### src/rtl/dmem_access_ctrl.sv
// rtl/dmem_access_ctrl.sv - load/store sequencer between the control unit and a byte-wide data RAM
`timescale 1ns/1ps
module dmem_access_ctrl #(
    parameter int ADDR_W = 16,
    parameter int RD_LAT = 2
) (
    input  logic              clk,
    input  logic              reset_n,
    input  logic              rd_req,
    input  logic              wr_req,
    input  logic [ADDR_W-1:0] addr,
    input  logic [15:0]       wr_data,
    output logic [ADDR_W-1:0] ram_addr,
    output logic              ram_re,
    output logic              ram_we,
    output logic [7:0]        ram_wdata,
    input  logic [7:0]        ram_rdata,
    output logic [15:0]       Mem_Data_Bus,
    output logic              dmem_read,
    output logic              busy,
    output logic              done
);

    typedef enum logic [1:0] {
        IDLE     = 2'd0,
        RD_WAIT  = 2'd1,
        RD_VALID = 2'd2,
        WR       = 2'd3
    } state_t;

    localparam logic [2:0] LAT_INIT = 3'(RD_LAT);

    state_t            state, state_n;
    logic [ADDR_W-1:0] addr_q, addr_n;
    logic [7:0]        wdata_q, wdata_n;
    logic [7:0]        rdata_q, rdata_n;
    logic [2:0]        cnt_q, cnt_n;

    // Only the low byte of the MDR is ever stored.
    logic unused_wr_hi;
    assign unused_wr_hi = ^wr_data[15:8];

    always_ff @(posedge clk or negedge reset_n) begin
        if (!reset_n) begin
            state   <= IDLE;
            addr_q  <= '0;
            wdata_q <= '0;
            rdata_q <= '0;
            cnt_q   <= '0;
        end else begin
            state   <= state_n;
            addr_q  <= addr_n;
            wdata_q <= wdata_n;
            rdata_q <= rdata_n;
            cnt_q   <= cnt_n;
        end
    end

    always_comb begin
        state_n   = state;
        addr_n    = addr_q;
        wdata_n   = wdata_q;
        rdata_n   = rdata_q;
        cnt_n     = cnt_q;
        ram_re    = 1'b0;
        ram_we    = 1'b0;
        dmem_read = 1'b0;
        done      = 1'b0;
        case (state)
            IDLE: begin
                // A read wins when both requests arrive together; the write is dropped.
                if (rd_req) begin
                    addr_n  = addr;
                    cnt_n   = LAT_INIT;
                    state_n = RD_WAIT;
                end else if (wr_req) begin
                    addr_n  = addr;
                    wdata_n = wr_data[7:0];
                    state_n = WR;
                end
            end
            RD_WAIT: begin
                ram_re = 1'b1;
                cnt_n  = cnt_q - 3'd1;
                if (cnt_q == 3'd1) begin
                    rdata_n = ram_rdata;
                    state_n = RD_VALID;
                end
            end
            RD_VALID: begin
                dmem_read = 1'b1;
                done      = 1'b1;
                state_n   = IDLE;
            end
            WR: begin
                ram_we  = 1'b1;
                done    = 1'b1;
                state_n = IDLE;
            end
            default: state_n = IDLE;
        endcase
    end

    assign ram_addr     = addr_q;
    assign ram_wdata    = wdata_q;
    assign Mem_Data_Bus = {8'h00, rdata_q};
    assign busy         = (state != IDLE);

endmodule

### config.mk
export PLATFORM = sky130hd
export DESIGN_NAME = dmem_access_ctrl
export DESIGN_NICKNAME = d
export VERILOG_FILES = /design/src/rtl/dmem_access_ctrl.sv
export SDC_FILE = /design/constraint.sdc
export NUM_CORES = 1
export LEC_CHECK = 0
export ABC_AREA = 1
export BUFFER_PORTS_ARGS = -buffer_cell sky130_fd_sc_hd__buf_2
export CORE_MARGIN = 1.5
export CORE_UTILIZATION = 40
export DETAILED_ROUTE_END_ITERATION = 10
export GPL_TIMING_DRIVEN = 0
export PLACE_DENSITY_LB_ADDON = 0.2
export RECOVER_POWER = 50
export SYNTH_ARGS = -nofsm -noshare
export SYNTH_HDL_FRONTEND = slang
export SYNTH_SLANG_ARGS = --single-unit
### constraint.sdc
create_clock -name clk -period 1.4 [get_ports clk]
set_input_delay 0.07 -clock clk [delete_from_list [all_inputs] [get_ports clk]]
set_output_delay 0.07 -clock clk [all_outputs]
set_load 0.01 [all_outputs]
==> flow_summary.toml <==
[placed_design]
pre_cts_ws_ns = -0.0844
hpwl_um = 2500
io_buffers = 72
placed_cell_area_um2 = 2090
gp_congestion = 0.735
dp_cells = 317

[die]
core_um2 = 3970
start_util = 0.413
die_y_um = 67.0
chipWidth_um = 67.0
num_rows = 23
io-pin-count = 89
dieArea_um2 = 4490

[global_routing]
grt_pass1_wl_um = 5680
grt_max_degree = 38
grt_overflow_total = 0
antenna_found_initial = 0
grt_pass1_vias = 1218
grt.total_usage = 0.176

[yosys]
ys_types = 17
yosysWarnings = 0
yosys_register_bits = 37
ys_seq_area_frac = 0.564
synth_ff_type = "dfrtp_1"
async_flop_share = 1.00
synth-edff-count = 0
syn_inst = 188
netlist_area_um2 = 1640
avgSynthCellArea_um2 = 8.73

[clocking]
cts_tree = "done"
path_clk_slew_ns = 0.06
cts_sinks = 37
htree_levels = 2
clock_tree.buffer_depth = 2
clk_latency_ns = 0.28
numCtsBuffers = 5
cts_root_buf = "clkbuf_8"

[route]
dr.first_iter.drc_count = 99
drt-pass1-iter-count = 4
viasPerCell = 4.46
vias = 1467
drc = 0
drtAntennaViolNets = 0
detail_route.wl_per_cell_um = 10.9
routed_wl_um = 3600

[power]
powerDensity_nw_per_um2 = 2190
vdd_ir_drop_max_v = 0.000987
p_leak_nw = 1.23
design_power_total_mw = 4.79

[final_layout]
final_cell_mix = "nand2_1 (80), buf_2 (41), dfrtp_1 (35), clkbuf_1 (34), nand3_1 (34)"
synthToLayoutAreaGrowth_pct = 33.1
nNetsFinal = 325
layout_commonest_cell = "nand2_1"
final_area_um2 = 2180
seqCellArea_um2 = 928
instances_no_fill = 329
drive_above_1_share = 0.262
diodes = 0
multi_input_area_um2 = 598
num-fill-cells = 405

[setup_path]
path_delay_family = "flip-flops"
worst-r2r-cell-count = 6
reg2reg_from = "state[1]"
cp-start-kind = "flop"
r2r_end = "ram_addr[5]"
path_cells = "inv_2 > nor2_4 > buf_4 > buf_2"
crit_type = "flop to primary output"
end_kind = "primary output"
critPathArrivalTime_ns = 1.23
crit_buf_inv = 3
cpPeakStageDelay_ns = 0.44
r2r_slack_ns = 0.14
cp_max_fo = 10
crit_path_top_delay_cell = "dfrtp_2"
worst_ep_required_time_ns = 1.33

[sta]
post-route-period-util = 0.929
hold_violations = 0
relSlewSlack = 0.463
timing.fmax_ghz = 0.769
tns_ns = 0
finClkSkew_ns = 0.00517
worst_slew_pin_slew_ns = 0.805
fin_crit_ns = 1.30
rsz0062_at_grt = "no"
finalSetupViolCount = 0
drv_slew = 0
worst_slack_ns = 0.0990

[hold_path]
holdPathEnd = "ram_wdata[4]"
hp-start = "wr_data[4]"
min_path_cells = 3
min_path_type = "primary input to flop"

[outcome]
status = "finished clean"

[run]
max_cap_violations = 0
==> synthesized netlist by cell type (2+ instances only) <==
master	n	area, um^2
buf_4	10	75.1
buf_6	2	22.5
dfrtp_1	37	926
ha_1	2	25.0
inv_1	10	37.5
nand2_1	80	300
nand2_2	2	12.5
nand3_1	34	170
nor2_2	2	12.5
nor2_4	2	22.5
==> layer usage <==
layer  track usage  wire [um]  vias up
met2         0.269       1710       47
met5             0          0        -
met1         0.218       1600      662
met4        0.0765         51        0
li1              -          -      753
met3        0.0726        238        5
==> worst min-delay path: stages <==
cell and delay, ns:
buf_2 0.07, nand3_1 0.06, nand2_1 0.06
==> cell type report <==
cell class	instances	share of cell area
Multi-Input combinational cell	133	0.274
Buffer	14	0.0487
Clock buffer	7	0.0395
Sequential cell	37	0.425
Inverter	11	0.0189
Tap cell	50	0.0287
Timing Repair Buffer	77	0.165
==> power by group <==
part / internal [mW] / switching (mW)
Sequential: 1.60 / 0.326
Clock: 0.390 / 0.336
Combinational: 0.825 / 1.31
Total: 2.81 / 1.97
==> how the worst max path moves through the flow <==
| stage | startpoint | end | slack, ns | cells after the start |
|---|---|---|---|---|
| after floorplan | cnt_q[1] | rdata_q[0] | 0.19 | 7 |
| after global placement | cnt_q[1] | rdata_q[7] | -0.06 | 7 |
| after detailed placement | cnt_q[1] | rdata_q[3] | -0.08 | 7 |
| after CTS | state[0] | ram_re | 0.006 | 4 |
| after global routing | state[1] | busy | 0.001 | 4 |
| final | state[0] | ram_re | 0.1 | 4 |
==> through the flow <==
stage | hold WS [ns] | utilization
finish | 0.0106 | 0.550
global route | 0.00874 | 0.550
CTS | 0.0000997 | 0.554
detailed placement | 0.215 | 0.526
global placement | 0.214 | 0.526
floorplan | -0.226 | -
==> cells by family (layout without fill, tap and decap cells) <==
logic type	after synthesis	in the layout	synth area share
simple gates	122	122	0.325
flops	37	37	0.564
compound gates	1	1	0.00305
buf+inv	25	109	0.0900
fa+ha+maj	2	2	0.0153
other cells	1	8	0.00229
==> flip-flops by register name (all words and copies together) (netlist names) <==
register / cells
state: 2
cnt_q: 3
ram_addr: 16
rdata_q: 8
ram_wdata: 8
==> what timing repair did <==
item	4_1_cts	5_1_grt
endpoints found under the hold margin	37	0
gates resized for setup	1	2
hold buffers	1	0
setup buffers	1	3
pin swaps	1	1
endpoints found under the setup margin	9	9
Note: power is estimated with default switching activity, not from simulation.
